File: src/rtl/mil1553_pkg.sv
// MIL-STD-1553 shared constants and the Manchester II frame builder.
package mil1553_pkg;

  localparam int unsigned SYNC_HALF_BITS  = 6;
  localparam int unsigned DATA_BITS       = 16;
  localparam int unsigned FRAME_HALF_BITS = 40;
  localparam int unsigned BIT_RATE        = 1000000;

  localparam logic [SYNC_HALF_BITS-1:0] CMD_SYNC  = 6'b111000;
  localparam logic [SYNC_HALF_BITS-1:0] DATA_SYNC = 6'b000111;

  typedef enum logic {
    IDLE,
    SEND
  } state_t;

  // Bit 39 is the first half-bit on the bus; 1 = H, 0 = L.
  function automatic logic [FRAME_HALF_BITS-1:0] manchester_frame(
    input logic [DATA_BITS-1:0] data,
    input logic                 cmd_sync
  );
    logic [FRAME_HALF_BITS-1:0] frame;
    frame = '0;
    frame[FRAME_HALF_BITS-1 -: SYNC_HALF_BITS] = cmd_sync ? CMD_SYNC : DATA_SYNC;
    for (int unsigned i = 0; i < DATA_BITS; i++) begin
      frame[2*(DATA_BITS-i) +: 2] = data[DATA_BITS-1-i] ? 2'b10 : 2'b01;
    end
    frame[1:0] = (~^data) ? 2'b10 : 2'b01;
    return frame;
  endfunction

endpackage

File: src/rtl/mil1553_halfbit_tick.sv
// Half-bit strobe: tick marks the last clock of each HALF_BIT_CLKS-long half-bit.
module mil1553_halfbit_tick #(
  parameter int unsigned HALF_BIT_CLKS = 6
) (
  input  logic clk,
  input  logic rst,
  input  logic clear,
  input  logic en,
  output logic tick,
  output logic pre_tick
);

  localparam int unsigned CNT_W = (HALF_BIT_CLKS > 1) ? $clog2(HALF_BIT_CLKS) : 1;
  localparam logic [CNT_W-1:0] LAST     = CNT_W'(HALF_BIT_CLKS - 1);
  localparam logic [CNT_W-1:0] PRE_LAST = CNT_W'((HALF_BIT_CLKS > 1) ? HALF_BIT_CLKS - 2 : 0);

  logic [CNT_W-1:0] cnt;

  always_ff @(posedge clk) begin
    if (rst || clear) begin
      cnt <= '0;
    end else if (en) begin
      cnt <= (cnt == LAST) ? '0 : cnt + 1'b1;
    end
  end

  assign tick = en && (cnt == LAST);
  // pre_tick: the following clock is the last one of the current half-bit.
  assign pre_tick = (HALF_BIT_CLKS > 1) && (cnt == PRE_LAST);

endmodule

File: src/rtl/mil1553_encoder.sv
// MIL-STD-1553 Manchester II transmitter: valid/ready word in, 40 half-bits out on tx_p/tx_n.
module mil1553_encoder
  import mil1553_pkg::*;
#(
  parameter int unsigned CLOCK_SPEED = 12000000
) (
  input  logic        clk,
  input  logic        rst,
  input  logic [15:0] s_data,
  input  logic        s_cmd_sync,
  input  logic        s_valid,
  output logic        s_ready,
  output logic        tx_p,
  output logic        tx_n,
  output logic        tx_active
);

  localparam int unsigned HALF_BIT_CLKS = CLOCK_SPEED / (2 * BIT_RATE);
  localparam logic [5:0]  LAST_IDX      = 6'(FRAME_HALF_BITS - 1);

  if ((CLOCK_SPEED % (2 * BIT_RATE)) != 0 || HALF_BIT_CLKS < 1) begin : g_bad_clock
    $error("mil1553_encoder: CLOCK_SPEED must be a non-zero multiple of 2 MHz");
  end

  state_t                     state, state_next;
  logic [5:0]                 idx, idx_next;
  logic [FRAME_HALF_BITS-1:0] pattern, pattern_next, frame;
  logic                       p_next, n_next, active_next, ready_next;
  logic                       load, accept, tick, pre_tick, last_clk_next;

  mil1553_halfbit_tick #(
    .HALF_BIT_CLKS(HALF_BIT_CLKS)
  ) u_tick (
    .clk     (clk),
    .rst     (rst),
    .clear   (load),
    .en      (state == SEND),
    .tick    (tick),
    .pre_tick(pre_tick)
  );

  assign accept = s_valid && s_ready;
  assign frame  = manchester_frame(s_data, s_cmd_sync);

  always_ff @(posedge clk) begin
    if (rst) begin
      state     <= IDLE;
      idx       <= '0;
      pattern   <= '0;
      tx_p      <= 1'b0;
      tx_n      <= 1'b0;
      tx_active <= 1'b0;
      s_ready   <= 1'b0;
    end else begin
      state     <= state_next;
      idx       <= idx_next;
      pattern   <= pattern_next;
      tx_p      <= p_next;
      tx_n      <= n_next;
      tx_active <= active_next;
      s_ready   <= ready_next;
    end
  end

  always_comb begin
    state_next   = state;
    idx_next     = idx;
    pattern_next = pattern;
    p_next       = tx_p;
    n_next       = tx_n;
    active_next  = tx_active;
    load         = 1'b0;

    case (state)
      IDLE: begin
        if (accept) load = 1'b1;
      end
      SEND: begin
        if (tick) begin
          if (idx == LAST_IDX) begin
            if (accept) begin
              load = 1'b1;
            end else begin
              state_next   = IDLE;
              idx_next     = '0;
              pattern_next = '0;
              p_next       = 1'b0;
              n_next       = 1'b0;
              active_next  = 1'b0;
            end
          end else begin
            idx_next     = idx + 1'b1;
            pattern_next = {pattern[FRAME_HALF_BITS-2:0], 1'b0};
            p_next       = pattern[FRAME_HALF_BITS-2];
            n_next       = ~pattern[FRAME_HALF_BITS-2];
          end
        end
      end
      default: state_next = IDLE;
    endcase

    if (load) begin
      state_next   = SEND;
      idx_next     = '0;
      pattern_next = frame;
      p_next       = frame[FRAME_HALF_BITS-1];
      n_next       = ~frame[FRAME_HALF_BITS-1];
      active_next  = 1'b1;
    end

    // s_ready is registered, so predict whether the next clock closes half-bit 39.
    last_clk_next = tick ? (HALF_BIT_CLKS == 1) : pre_tick;
    ready_next    = (state_next == IDLE) || ((idx_next == LAST_IDX) && last_clk_next);
  end

endmodule

File: config.mk
export PLATFORM = sky130hd
export DESIGN_NAME = mil1553_encoder
export DESIGN_NICKNAME = d
export VERILOG_FILES = /design/src/rtl/mil1553_pkg.sv /design/src/rtl/mil1553_halfbit_tick.sv /design/src/rtl/mil1553_encoder.sv
export SDC_FILE = /design/constraint.sdc
export NUM_CORES = 1
export LEC_CHECK = 0
export ABC_CLOCK_PERIOD_IN_PS = 2100
export CAP_MARGIN = 10
export CORE_MARGIN = 2
export CORE_UTILIZATION = 50
export CTS_CLUSTER_SIZE = 8
export DETAILED_ROUTE_END_ITERATION = 12
export PLACE_DENSITY = 0.71
export SLEW_MARGIN = 20
export SYNTH_ARGS = -nofsm -noshare
export SYNTH_HDL_FRONTEND = slang
export SYNTH_SLANG_ARGS = --single-unit
File: constraint.sdc
create_clock -name clk -period 2.1 [get_ports clk]
set_input_delay 0.42 -clock clk [delete_from_list [all_inputs] [get_ports clk]]
set_output_delay 0.42 -clock clk [all_outputs]
set_load 0.005 [all_outputs]
==> results_dict.tcl <==
set metrics [dict create \
    status "finished, final reports clean" \
    min-delay-start "pattern[34]" \
    power_w 0.001961 \
    start_util_pct 51.09 \
    cts.clk_slew.worst_paths_ns 0.09 \
    hold_violations 0 \
    period_share_pct 89.75 \
    netlist_instances 268 \
    slew_headroom_pct 73.50 \
    cts_max_level 2 \
    overflow 0 \
    hold_ws_ns 0.4650 \
    rrSetupSlack_ns 0.22 \
    insertion_delay_ns 0.30 \
    hold_path.class "flop to flop" \
    yosysUniqueCellTypes 41 \
    synth_area_leaders "dfxtp_1 (45%), a22oi_1 (9.5%), xnor2_1 (5.1%)" \
    drive_above_1_share_pct 8.163 \
    r2r-start "idx[0]" \
    ant_nets 0 \
    place_congestion 0.7801 \
    boundaryPins 24 \
    min_to "pattern[35]" \
    pwr-share-seq_pct 55.5 \
    pre_cts_slack_ns 0.1210 \
    core_mm2 0.004661 \
    fill_cells 407 \
    fin_nets 314 \
    synth_top_area_share_pct 44.56 \
    dp_hpwl_um 3396 \
    cellLeakagePower_nw 0.9844 \
    fp.dieW_um 73.01 \
    root_buffer "clkbuf_8" \
    max_slew.worst_pin.slew_ns 0.3976 \
    final_cell_mix "dfxtp_1 (53), a22oi_1 (30), nand2_1 (27), a21oi_1 (24), clkdlybuf4s50_1 (23)" \
    antenna_found_initial 0 \
    wirelength_um 5172 \
    reg2regPathDepth 8 \
    ys_seq_area_share_pct 44.56 \
    first_iter_violations 124 \
    areaGrowthSynthToFinish_pct 16.61 \
    synth.cell_area_mm2 0.002381 \
    cts_tree "built" \
    peakVddDrop_mv 0.5187 \
    p_int_w 0.001455 \
    rsz0062_at_grt "no" \
    synth_nets 289 \
    routedWlPerCell_um 14.86 \
    cts.path.max_buffers 2 \
    rows 25 \
    arrival_ns 2.13 \
    p_clk_share_pct 28.5 \
    cap_violations 0 \
    cts-buffers-inserted 5 \
    io_buffers 23 \
    worstSetupEndpointType "flop" \
    cp.required_ns 2.35 \
    slew_viol_final 0 \
    finalSetupViolCount 0 \
    switching_power_w 0.0005062 \
    ys_ff_latch 53 \
    diodes 0 \
    pwr-share-comb_pct 16.0 \
    min_period_ns 1.885 \
    p_sw_share_pct 25.81 \
    cts.sink_count 53 \
    grt_pass1_wl_um 8776 \
    setup_ws_ns 0.2152 \
    avgSynthCellArea_um2 8.884 \
    crit_fanout 33 \
    fmax_ghz 0.5306 \
    ys.warnings.count 0 \
    grt_max_degree 37 \
    drtPass1Iterations 4 \
    hold_path_depth 2 \
    finalClockSkew_ns 0.007867 \
    viasPerCell 5.802 \
    num_vias 2019 \
    worstSetupPathType "flop to flop" \
    start_kind "flop" \
    remaining_drc_errors 0 \
    grt_pass1_vias 1887 \
    die_h_um 73.01 \
    yosysTopAreaCell "dfxtp_1" \
    mostFrequentLayoutCell "dfxtp_1" \
    powerDensity_mw_per_mm2 706.4 \
    rr_endpoint "s_ready" \
    finalSetupTns_ns 0 \
    die_area_mm2 0.005330 \
    track_usage_pct 20.81 \
]
-- flip-flops by register name, indices dropped and copies added, names as in the netlist --
register / count
pattern: 39
idx: 6
u_tick.cnt: 3
s_ready: 1
state: 1
tx_active: 1
tx_n: 1
tx_p: 1
-- routing by layer --
layer	GRT usage, %	wire length, um	share of wire, %
met1	28.25	2501	48
met2	34.03	2419	47
met3	3.729	211	4.1
met4	5.556	40	0.77
met5	0	0	0
-- power by group through the flow --
stage	registers, W	logic, W	clock network [W]
floorplan	0.00110	0.000207	0
global placement	0.00111	0.000310	0
detailed placement	0.00111	0.000315	0
CTS	0.00109	0.000316	0.000579
global route	0.00110	0.000349	0.000616
finish	0.00109	0.000314	0.000559
-- layout make-up --
class	instances	area, um^2	share of cell area [%]
flip-flops and latches	53	1061	38.22
well taps	54	67.56	2.434
clock buffers	7	76.32	2.749
inverters	4	15.01	0.5408
repair buffers	36	344.1	12.39
clock inverters	1	7.507	0.2704
multi-input cells	193	1205	43.40
-- what timing repair did --
item,CTS,global route
buffers inserted,0,0
setup endpoints to repair,0,1
hold buffers,0,0
gates resized for setup,0,1
-- cells by family after synthesis --
logic type | after synthesis | synth area share, %
buf+inv | 22 | 4.834
simple gates | 79 | 16.87
mux | 3 | 1.261
xor+xnor | 17 | 6.254
compound gates | 93 | 25.70
flops | 53 | 44.56
fa+ha+maj | 1 | 0.5254
-- critical path, stage by stage (launching register included) --
cell and delay [ns]:
dfxtp_1 0.35, ha_1 0.23, and4b_1 0.24, buf_4 0.16
a21oi_2 0.14, buf_6 0.27, mux2i_1 0.11, nor2_1 0.14
a41o_1 0.19
-- synthesized netlist by cell type (all sizes together) --
library cell	instances
xor2	3
nand2b	1
nor3b	1
a211oi	8
and4b	2
xnor2	14
o21a	1
clkbuf	9
dfxtp	53
nand3	2
mux2i	3
a32o	1
nor3	4
and3b	1
ha	1
o22ai	1
a41oi	1
nand2	27
o21ai	19
buf	9
a41o	1
inv	4
nand4b	1
a31o	1
a22oi	30
a21oi	26
and2	15
nand3b	1
nor2b	1
a22o	1
a222oi	1
nand4	1
a31oi	1
nor4b	1
and3	3
a311oi	1
nor2	18
-- through the flow --
stage / cell area [um^2] / util, % / cells
final: 2776 / 59.57 / 348
after global routing: 2776 / 59.57 / 348
after CTS: 2773 / 59.49 / 348
after detailed placement: 2689 / 57.69 / 340
after global placement: 2689 / 57.69 / 340
after floorplan: 2381 / - / 268
-- worst max-delay path by stage --
| stage | to | from |
|---|---|---|
| 2_1_floorplan | pattern[13] | idx[0] |
| 3_3_place_gp | pattern[35] | s_valid |
| 3_5_place_dp | pattern[14] | s_valid |
| 4_1_cts | s_ready | idx[0] |
| 5_1_grt | s_ready | idx[0] |
| 6_report | s_ready | idx[0] |
No activity file was read; power rests on OpenSTA's default activity.
